### src/rtl/ex_mem.sv
// EX->MEM pipeline register; also parks the madd/msub partial accumulation for EX.
// Latency: 1 cycle from ex_* to mem_*, no combinational input-to-output path.
// Backpressure: stall[3] && !stall[4] inserts a bubble; stall[3] && stall[4] holds; flush overrides both.
module ex_mem #(
    parameter int DATA_W = 32,
    parameter int ADDR_W = 5,
    parameter int CNT_W  = 2
) (
    input  logic                clk,
    input  logic                rst,
    input  logic [5:0]          stall,
    input  logic                flush,
    input  logic [ADDR_W-1:0]   ex_wd,
    input  logic                ex_wreg,
    input  logic [DATA_W-1:0]   ex_wdata,
    input  logic [DATA_W-1:0]   ex_hi,
    input  logic [DATA_W-1:0]   ex_lo,
    input  logic                ex_whilo,
    input  logic [2*DATA_W-1:0] hilo_i,
    input  logic [CNT_W-1:0]    cnt_i,
    output logic [ADDR_W-1:0]   mem_wd,
    output logic                mem_wreg,
    output logic [DATA_W-1:0]   mem_wdata,
    output logic [DATA_W-1:0]   mem_hi,
    output logic [DATA_W-1:0]   mem_lo,
    output logic                mem_whilo,
    output logic [2*DATA_W-1:0] hilo_o,
    output logic [CNT_W-1:0]    cnt_o
);

    // One MEM-stage instruction slot; an all-zero slot is the bubble (NOP to r0, no writes).
    typedef struct packed {
        logic [ADDR_W-1:0] wd;
        logic              wreg;
        logic [DATA_W-1:0] wdata;
        logic [DATA_W-1:0] hi;
        logic [DATA_W-1:0] lo;
        logic              whilo;
    } slot_t;

    slot_t               ex_slot;
    slot_t               mem_slot;
    logic [2*DATA_W-1:0] acc_q;
    logic [CNT_W-1:0]    cnt_q;
    logic                ex_stall;
    logic                mem_stall;
    logic                unused_stall;

    assign ex_stall     = stall[3];
    assign mem_stall    = stall[4];
    // Only the EX and MEM stall bits matter to this boundary.
    assign unused_stall = ^{stall[5], stall[2:0]};

    // Gather the EX results into one slot so they move together.
    always_comb begin
        ex_slot       = '0;
        ex_slot.wd    = ex_wd;
        ex_slot.wreg  = ex_wreg;
        ex_slot.wdata = ex_wdata;
        ex_slot.hi    = ex_hi;
        ex_slot.lo    = ex_lo;
        ex_slot.whilo = ex_whilo;
    end

    // Pipeline slot plus accumulator parking; flush beats stall, full stall holds everything.
    always_ff @(posedge clk or negedge rst) begin
        if (!rst) begin
            mem_slot <= '0;
            acc_q    <= '0;
            cnt_q    <= '0;
        end else if (flush) begin
            mem_slot <= '0;
            acc_q    <= '0;
            cnt_q    <= '0;
        end else if (ex_stall && !mem_stall) begin
            // EX is mid madd/msub: MEM gets a bubble, partial result is parked for EX.
            mem_slot <= '0;
            acc_q    <= hilo_i;
            cnt_q    <= cnt_i;
        end else if (!ex_stall) begin
            mem_slot <= ex_slot;
            acc_q    <= '0;
            cnt_q    <= '0;
        end
    end

    assign mem_wd    = mem_slot.wd;
    assign mem_wreg  = mem_slot.wreg;
    assign mem_wdata = mem_slot.wdata;
    assign mem_hi    = mem_slot.hi;
    assign mem_lo    = mem_slot.lo;
    assign mem_whilo = mem_slot.whilo;
    assign hilo_o    = acc_q;
    assign cnt_o     = cnt_q;

endmodule

### config.mk
export PLATFORM = sky130hd
export DESIGN_NAME = ex_mem
export DESIGN_NICKNAME = d
export VERILOG_FILES = /design/src/rtl/ex_mem.sv
export SDC_FILE = /design/constraint.sdc
export NUM_CORES = 1
export LEC_CHECK = 0
export ABC_AREA = 1
export BUFFER_PORTS_ARGS = -buffer_cell sky130_fd_sc_hd__buf_2
export CAP_MARGIN = 20
export CELL_PAD_IN_SITES_DETAIL_PLACEMENT = 0
export CELL_PAD_IN_SITES_GLOBAL_PLACEMENT = 2
export CORE_UTILIZATION = 28
export CTS_CLUSTER_SIZE = 25
export DETAILED_ROUTE_END_ITERATION = 7
export HOLD_SLACK_MARGIN = 0.02
export PLACE_DENSITY = 0.95
export RECOVER_POWER = 100
export SYNTH_ARGS = -nofsm -noshare
export SYNTH_HDL_FRONTEND = slang
export SYNTH_SLANG_ARGS = --single-unit
### constraint.sdc
create_clock -name clk -period 1.8 [get_ports clk]
set_input_delay 0.18 -clock clk [delete_from_list [all_inputs] [get_ports clk]]
set_output_delay 0.18 -clock clk [all_outputs]
set_load 0.05 [all_outputs]
**Yosys cells after proc, flatten, opt, wreduce, memory -nomap -nowiden**

Cells that the tools add are included.
Widths: inputs -> output; s select.

- Add/sub/neg operators: 0
- $mul: 0
- Divide/modulo/power cells: 0
- Order comparisons: 0
- Equality and inequality tests: 1
- Shift-type cells: 0
- Mux-type cells: 9
- Bitwise gates (word level): 0
- Reductions and logical operators: 2

Operators with widths:

| operator | count |
|---|---|
| $mux 103 | 3 |
| $mux 64 | 3 |
| $mux 2 | 3 |
| $ne 3x1->1 const B | 1 |
| $logic_and 1x1->1 | 1 |
| $logic_not 1->1 | 1 |

- Flip-flop bits (word level): 169
- Latch bits: 0
- RAM bits: 0
- ROM bits: 0
- Input port bits: 178
- Output and inout bits: 169
- Word-level logic and storage cells: 20
- Memories kept: 0

**Logic depth before layout (Yosys ltp)**

Gate-level depths: netlist (run 1).

- Depth in word-level cells: 4
- Gate-level depth with buffers: 6
- Mapped depth without buffers: 3

**Worst setup path after synthesis (run 1)**

No wires, ideal clock.

- Path kind: input port to flip-flop
- Start: input port stall[4]
- End: register mem_slot (netlist bit mem_wdata[12])
- Library setup time: 120 ps
- Arrival time: 768 ps
- Required time: 1,680 ps
- Path slack: 911 ps
- Stages: 5
- Buffers on the path: 3
- Cells stage by stage: buf_4 > buf_2 > buf_4 > nand4_1 > nand2_1

- Longest elaborated chain between the ends: 4
- Elaborated cells between the ends (all ways): 5
- Those cells by class: eq/ne (1); mux (2); reduce/logical (2)

RTL lines:

| item | line | text |
|---|---|---|
| start, declared | 11 | `input logic [5:0] stall,` |
| $logic_not 1->1 * | 75 | `end else if (ex_stall && !mem_stall) begin` |
| $logic_and 1x1->1 * | 75 |  |
| $mux 103 | 75 |  |
| $mux 103 | 71 | `end else if (flush) begin` |
| end signal, assigned | 81 | `mem_slot <= ex_slot;` |
| end, declared | 42 | `slot_t mem_slot;` |

Mark *: on every way between the ends. The rest lies on a longest branch, timed or not.
A chain may end at the register's enable or synchronous reset.

**Worst setup path in the final report (run 1)**

- Start: register mem_slot (netlist bit mem_wd[0])
- End: output port mem_wd[0]

RTL lines:

| item | line | text |
|---|---|---|
| end, declared | 21 | `output logic [ADDR_W-1:0] mem_wd,` |

No word-level cell between the ends.

==> out/qor.csv, run 1 <==
metric,value,unit
vias,7594,
dp_hpwl,14900,microns
avgSynthCellArea,9.50,sq um
grt_overflow,0,
via_per_inst,4.83,
synth_nets,945,
synth_cell_type_count,10,
syn2layout_area_growth,54.9,%
post_cts_buffers,0,
crit_type,flop to primary output,
clock_power_share,40.5,%
coreArea,25300,sq um
cts_resized,0,
instances_no_fill,1573,
cp-end-kind,primary output,
fin_area,11300,sq um
status,finished clean,
p_sw,2.91,mW
critPathMaxFanout,2,
cts_root_buffer,clkbuf_16,
fin_tns_setup,0,ns
setup_violations,0,
clk_path_buf_depth,2,
tightest_slew,0.792,ns
clkSlewWorstSetupHoldPaths,0.07,ns
detail-route-antenna-nets,0,
dp_cells,1373,
clk_latency,0.41,ns
htreeDepth,4,
hold_viol,0,
die_x,163,microns
antenna_found_initial,0,
p_leak,5.70,nW
worst_hold_path_type,primary input to flop,
vdd_ir_drop_max,476,uV
grt_pass1_wl,38900,microns
grt_pass1_vias,7528,
synth_top_family_by_area,simple AND/OR/NAND/NOR gates,
power.internal,6.90,mW
die_area,26700,sq um
ys_seq_elements,169,
drt_iter0_drc,506,
io_pins,347,
comb_power_share,18.3,%
r2r_start,mem_hi[30],
grt_start_max_net_pins,93,
muxShareOfSynthArea,0,%
cts_tree,yes,
yosys_warnings,0,
cts_buffers,17,
drt_wl_total,25100,microns
gp_congestion,0.781,
cp.arrival,1.32,ns
maxSlewHeadroom,47.2,%
critPathLaunchType,flop,
startpoint,mem_wd[0],
path_delay_family,buffers and inverters,
pwr-share-seq,41.2,%
row_count,58,
setup_slack,0.304,ns
clock_sinks,169,
wl_per_cell,16.0,microns
cap_violations,0,
max_stage_delay,0.53,ns
nets,1410,
placed_area,9210,sq um
worst-path-buf-inv,1,
min_from,stall[3],
nFillCells,2508,
place_ws,0.566,ns
first_pass_iters,6,
final-max-slew-violation-count,0,
timing.hold.ws,0.155,ns
rsz0062_at_grt,no,
fin_crit_sh,83.1,%
synthAdderAreaFrac,0,%
clock-skew-final,0,ns
fmax,668,MHz
track_usage,18.4,%
sw_frac_of_total,29.7,%
synth_compound_gate_area_share,0,%
worst_ep_required_time,1.62,ns
syn-cell-area,7280,sq um
start_util,28.8,%
fin_crit,1.50,ns
diodes,0,
most-common-layout-cells,"nand2_1 (272), nand4_1 (235), clkbuf_1 (173)",
drive_above_1_share,18.0,%
critPathSlowestCell,clkbuf_1,
mostFrequentLayoutCell,nand2_1,
io_buffers,342,
p_per_area,869,nW/um^2
die_h,163,microns
path_cells,clkbuf_1,
drc,0,
synth_xor_xnor_area_share,0,%
yosys.area_share.simple,34.3,%
yosysSeqAreaShare,58.1,%
synth_cells,767,
[final cells by class]
cell class / count / area (sq um) / area share, %
Clock buffer: 18 / 439 / 3.89
Clock inverter: 12 / 189 / 1.67
Inverter: 2 / 11.3 / 0.0998
Multi-Input combinational cell: 508 / 2500 / 22.2
Sequential cell: 169 / 4230 / 37.5
Tap cell: 330 / 413 / 3.66
Timing Repair Buffer: 534 / 3500 / 31.0
[cell usage after synthesis]
cell type	number	share of area [%]
dfrtp_1	169	58
buf_2	46	3.2
buf_12	1	0.27
clkbuf_1	16	0.82
buf_4	11	1.1
nor2_2	1	0.086
nand2_1	272	14
buf_6	14	2.2
inv_2	2	0.10
nand4_1	235	20
[worst paths after layout]
check	end	slack [ns]	depth (start not counted)
min in group asynchronous	mem_wdata[14]	0.29	2
min reg2reg	mem_hi[28]	0.52	2
max reg2reg	mem_hi[30]	1.11	2
min	hilo_o[43]	0.16	3
max in group asynchronous	mem_wdata[1]	0.60	3
max	mem_wd[0]	0.30	1
[per-layer routing]
| metal | GRT usage [%] | share of wire, % | vias up | wire length [microns] |
|---|---|---|---|---|
| met4 | 7.18 | 2.2 | 0 | 548 |
| met5 | 0 | 0 | - | 0 |
| met1 | 22.9 | 43 | 3643 | 10700 |
| met3 | 4.49 | 5.3 | 39 | 1340 |
| met2 | 30.5 | 50 | 253 | 12500 |
| li1 | - | - | 3659 | - |
[through the flow]
step	utilization (%)	total power, mW
global route	44.6	10.2
detailed placement	36.4	5.66
CTS	45.6	10.0
floorplan	-	5.09
global placement	36.4	5.65
finish	44.6	9.81
[sequential cells by signal (all words and copies together) (netlist names)]
| register | cells |
|---|---|
| cnt_o | 2 |
| hilo_o | 64 |
| mem_hi | 32 |
| mem_lo | 32 |
| mem_wd | 5 |
| mem_wdata | 32 |
| mem_whilo | 1 |
| mem_wreg | 1 |
[cells by family after synthesis]
logic type | count (synthesis)
and+or+nand+nor | 508
DFF | 169
buffers and inverters | 90
[power groups by stage]
stage	clock [mW]	sequential, mW	combinational (mW)
global route	4.25	4.05	1.91
floorplan	0	4.66	0.426
global placement	0	4.10	1.56
finish	3.98	4.04	1.80
detailed placement	0	4.10	1.56
CTS	4.12	4.03	1.86
[timing repair]
item / 4_1_cts / 5_1_grt
hold endpoints to repair: 214 / 0
hold buffers: 170 / 0
endpoints found under the setup margin: 0 / 0
Note: power is estimated with default switching activity, not from simulation.
==> inputs of run 2 (changes only) <==
Settings changed: ABC_AREA 1 to 0, CORE_UTILIZATION 28 to 25, PLACE_DENSITY 0.95 to 0.87.
Clock period 1.8 ns to 1.28 ns, I/O delays scaled along.
==> run 2 against run 1 <==
Effect of this change: clock skew did not move; core utilization is 4.6 points lower; count of clock-buffer cells in the layout grew 3; synthesized area increased by 4.0%; setup slack worse by 0.25 ns; die area rose by 16%; synthesized cell count fell by 12%; largest power group unchanged; first-iteration DRC count fell by 37%; design area up 5.3%; sequential power up 41%.
==> out/qor.csv, run 2 <==
metric,value,unit
io_pins,347,
pwr-share-seq,42.4,%
cap_violations,0,
endpoint,hilo_o[29],
grt_overflow,0,
maxSlewHeadroom,59.5,%
power.internal,9.37,mW
worst_hold_path_type,primary input to flop,
vias,6840,
coreArea,29700,sq um
die_area,31000,sq um
ys_seq_elements,169,
synth.most_common_cell,dfrtp_1,
cp_num_cells,1,
clkSlewWorstSetupHoldPaths,0.06,ns
syn-cell-area,7580,sq um
worst_ep_required_time,1.15,ns
vdd_ir_drop_max,729,uV
clk_latency,0.43,ns
grt_start_max_net_pins,104,
path_delay_family,flip-flops,
drt_wl_total,23500,microns
comb_power_share,19.9,%
fin_crit,1.23,ns
hold_viol,0,
wl_per_cell,14.9,microns
path_cells,buf_2,
met2_length,11700,microns
wl_met3,1110,microns
r2r-end,mem_hi[1],
yosys_warnings,0,
diodes,0,
die_h,176,microns
final-max-slew-violation-count,0,
drt_iter0_drc,319,
first_pass_iters,6,
highest-signal-layer,met4,
yosysSeqAreaShare,55.8,%
antenna_found_initial,0,
cts_tree,yes,
post_cts_buffers,0,
syn2layout_area_growth,56.8,%
fin_tns_setup,0,ns
detail-route-antenna-nets,0,
p_sw,4.02,mW
synthArstFlopShare,100,%
nFillCells,2963,
row_count,63,
synth_area_leaders,"dfrtp_1 (56%), mux2i_1 (8.7%), nand2b_1 (8.6%)",
tightest_slew,0.607,ns
io_buffers,342,
via_per_inst,4.34,
drive_above_1_share,37.1,%
largest_reg_flops,64,
start_util,25.5,%
startpoint,hilo_o[29],
synth_cell_type_count,15,
synth_commonest_cells,"dfrtp_1 (169), nand2b_1 (104), mux2i_1 (66), nor2_1 (66)",
synth_nets,850,
cts_root_buffer,clkbuf_16,
cp-end-kind,primary output,
clock_sinks,169,
p_per_area,1130,nW/um^2
clock_power_share,37.7,%
worst-path-buf-inv,1,
max_stage_delay,0.38,ns
track_usage,15.3,%
critPathLaunchType,flop,
nets,1351,
final_util,40.0,%
cp.arrival,1.10,ns
cts_buffers,17,
grt_pass1_wl,37300,microns
setup_violations,0,
dp_hpwl,15100,microns
synth_edf_count,0,
drc,0,
rr_worst_depth,3,
clk_path_buf_depth,2,
crit_type,flop to primary output,
r2r_slack,0.06,ns
critPathSlowestCell,dfrtp_1,
synth_top_area_share,55.8,%
synth_cells,672,
status,finished clean,
fin_crit_sh,95.9,%
r2r_start,mem_hi[1],
sw_frac_of_total,30.0,%
rsz0062_at_grt,no,
die_x,176,microns
critPathMaxFanout,2,
clock-skew-final,0,ns
avgSynthCellArea,11.3,sq um
most-common-layout-cells,"buf_2 (190), dlygate4sd3_1 (174), dfrtp_1 (169)",
fmax,815,MHz
htreeDepth,4,
drt-met1-wl,10100,microns
p_leak,5.85,nW
synth_flop_cell,dfrtp_1,
grt_pass1_vias,7034,
synth_area_leader_cell,dfrtp_1,
mostFrequentLayoutCell,buf_2,
gp_congestion,0.780,
==> run 2: worst min-delay path by stage <==
stage	startpoint	to	depth (start not counted)
floorplan	rst	cnt_o[0]	0
global placement	rst	hilo_o[46]	1
detailed placement	rst	hilo_o[51]	1
CTS	stall[4]	hilo_o[8]	3
global route	stall[3]	mem_lo[29]	3
finish	stall[3]	mem_hi[5]	3
==> run 2: power groups by stage <==
stage               registers, mW  logic (mW)  clock network [mW]
finish                       5.68        2.67                5.04
CTS                          5.67        2.76                5.23
detailed placement           5.77        2.32                   0
global placement             5.76        2.31                   0
floorplan                    6.53       0.725                   0
global route                 5.70        2.86                5.42
==> run 2: logic make-up (layout without fill, tap and decap cells) <==
kind of cell	count (synthesis)	count (layout)	share of synthesized area [%]
mux	66	66	8.72
buf+inv	61	575	5.37
simple gates	273	273	21.3
flops	169	169	55.8
compound gates	103	103	8.79
==> run 2: layer usage <==
layer / global-route usage, % / up-vias
met5: 0 / -
met4: 6.45 / 0
met3: 3.42 / 41
met2: 26.4 / 195
met1: 18.3 / 3333
li1: - / 3271
==> run 2: metrics by stage <==
step | area (sq um) | hold WS [ns] | setup slack [ns] | std cells | power (mW)
6_report | 11900 | 0.0289 | 0.0528 | 1576 | 13.4
3_3_place_gp | 9770 | 0.0319 | 0.177 | 1370 | 8.07
3_5_place_dp | 9770 | 0.0332 | 0.153 | 1370 | 8.09
5_1_grt | 11900 | 0.0553 | 0.00413 | 1576 | 14.0
4_1_cts | 12100 | 0.0932 | 0.0159 | 1580 | 13.7
2_1_floorplan | 7580 | -0.168 | 0.338 | 672 | 7.26
==> run 2: final cells by class <==
class | count | area, sq um | area share, %
clock inverters | 11 | 98.8 | 0.832
flip-flops and latches | 169 | 4230 | 35.6
multi-input cells | 442 | 2780 | 23.4
well taps | 390 | 488 | 4.11
repair buffers | 543 | 3830 | 32.2
clock buffers | 21 | 460 | 3.88
==> run 2: what timing repair did <==
action | CTS | global route
endpoints found under the setup margin | 0 | 5
resized for setup | 0 | 1
hold buffers | 178 | 0
endpoints found under the hold margin | 338 | 0
==> run 2: worst min-delay path, cell delays in order <==
cell and delay (ns):
buf_6 0.15, nand3_1 0.07, a21oi_1 0.06
==> inputs of run 3 (changes only) <==
--- a/config.mk
+++ b/config.mk
@@ -12,3 +12,3 @@
 export CELL_PAD_IN_SITES_GLOBAL_PLACEMENT = 2
-export CORE_UTILIZATION = 25
+export CORE_UTILIZATION = 30
 export CTS_CLUSTER_SIZE = 25
@@ -16,3 +16,4 @@
 export HOLD_SLACK_MARGIN = 0.02
-export PLACE_DENSITY = 0.87
+export MAX_ROUTING_LAYER = met4
+export PLACE_DENSITY = 0.95
 export RECOVER_POWER = 100
==> constraint.sdc (replaced) <==
create_clock -name clk -period 1.5 [get_ports clk]
set_input_delay 0.075 -clock clk [delete_from_list [all_inputs] [get_ports clk]]
set_output_delay 0.075 -clock clk [all_outputs]
set_load 0.05 [all_outputs]
==> run 3 against run 2 <==
Effect of this change: sequential share of layout area rose by 1.1 points; register-to-register slack improved by 0.20 ns; count of clock-buffer cells in the layout fell by 2; largest power group unchanged; critical endpoint is now hilo_o[4]; first-iteration DRC count rose by 4.4%.
==> out/qor.csv, run 3 (synthesis results as in run 2) <==
metric,value,unit
cts_buffers,17,
drive_above_1_share,27.8,%
drt_wl_total,22800,microns
status,finished clean,
dp_hpwl,14700,microns
fin_tns_setup,0,ns
most-common-layout-cells,"buf_2 (177), dlygate4sd3_1 (174), dfrtp_1 (169)",
io_pins,347,
wl_per_cell,15.1,microns
critPathMaxFanout,2,
fin_area,11500,sq um
drc,0,
fin_crit_sh,89.8,%
drt_iter0_drc,333,
p_per_area,981,nW/um^2
setup_violations,0,
tightest_slew,0.651,ns
via_per_inst,4.50,
die_area,25900,sq um
register_area,4230,sq um
final_util,47.0,%
coreArea,24500,sq um
first_pass_iters,6,
r2r_start,mem_hi[20],
clock_sinks,169,
cap_violations,0,
fmax,743,MHz
vias,6783,
io_buffers,342,
cts_root_buffer,clkbuf_16,
clk_path_buf_depth,2,
vdd_ir_drop_max,639,uV
nets,1348,
path_delay_family,buffers and inverters,
htreeDepth,4,
critPathLaunchType,flop,
syn2layout_area_growth,52.3,%
fin_crit,1.35,ns
p_leak,5.44,nW
r2r_slack,0.26,ns
die_h,161,microns
maxSlewHeadroom,56.8,%
clock-skew-final,0,ns
placed_area,9640,sq um
detail-route-antenna-nets,0,
multi_input_area,2780,sq um
worst_hold_path_type,primary input to flop,
worst_ep_required_time,1.42,ns
grt_start_max_net_pins,104,
hold_viol,0,
final-max-slew-violation-count,0,
mostFrequentLayoutCell,buf_2,
path_cells,clkbuf_1,
worst-path-buf-inv,1,
cts_resized,0,
die_x,161,microns
row_count,57,
diodes,0,
cts_tree,yes,
grt_pass1_vias,7154,
track_usage,18.2,%
antenna_found_initial,0,
critPathSlowestCell,clkbuf_1,
cp-end-kind,primary output,
startpoint,hilo_o[4],
cts_hold_repair.buffers,174,
crit_type,flop to primary output,
timing.hold.ws,0.0436,ns
grt_overflow,0,
post_cts_buffers,0,
clkSlewWorstSetupHoldPaths,0.07,ns
max_stage_delay,0.50,ns
cp.arrival,1.27,ns
rsz0062_at_grt,no,
largest_reg_flops,64,
gp_congestion,0.791,
clk_latency,0.42,ns
nFillCells,2399,
min_from,stall[3],
grt_pass1_wl,36500,microns
start_util,30.9,%
-- run 3: changes by cell type in the layout (fill, tap and decap cells not counted), moves of 7 or more --
cell / previous run / this run
a21oi_1: 86 / 94
a21oi_2: 17 / 9
buf_12: 12 / 5
buf_2: 190 / 177
clkbuf_1: 3 / 109
clkbuf_2: 149 / 63
nand3_1: 79 / 72
nand3_2: 24 / 31
-- run 3: path summary, 6_finish.rpt --
kind                       depth (start not counted)          to
max                                                1   hilo_o[4]
min                                                3  mem_hi[22]
max reg2reg                                        3  mem_hi[20]
min reg2reg                                        2   hilo_o[0]
max in group asynchronous                          3   mem_lo[4]
min in group asynchronous                          2  hilo_o[42]
-- run 3: cell type report --
cell class	count	share of cell area [%]
multi-input cells	442	24.1
flip-flops and latches	169	36.6
repair buffers	540	30.8
clock buffers	19	3.84
clock inverters	13	1.10
well taps	324	3.51
-- run 3: through the flow --
| stage | cells | setup slack [ns] | total power [mW] |
|---|---|---|---|
| 5_1_grt | 1507 | 0.108 | 11.8 |
| 3_3_place_gp | 1301 | 0.339 | 6.85 |
| 3_5_place_dp | 1301 | 0.287 | 6.87 |
| 4_1_cts | 1507 | 0.284 | 11.6 |
| 6_report | 1507 | 0.154 | 11.3 |
| 2_1_floorplan | 672 | 0.558 | 6.19 |
-- run 3: worst min-delay path, cell delays in order --
cell and delay (ns):
buf_6 0.19, nand3_2 0.09, a21oi_1 0.06
-- run 3: power breakdown --
group / switching, mW / internal (mW)
Clock: 2.02 / 2.25
Sequential: 0.110 / 4.74
Combinational: 1.38 / 0.818
Total: 3.51 / 7.81
-- run 3: per-layer routing --
layer  global-route usage (%)  up-vias  part of all wire (%)
li1                         -     3254                     -
met1                     20.8     3265                    42
met5                        -        -                     0
met4                     7.85        0                   3.2
met2                     30.9      214                    51
met3                     3.67       50                   4.5
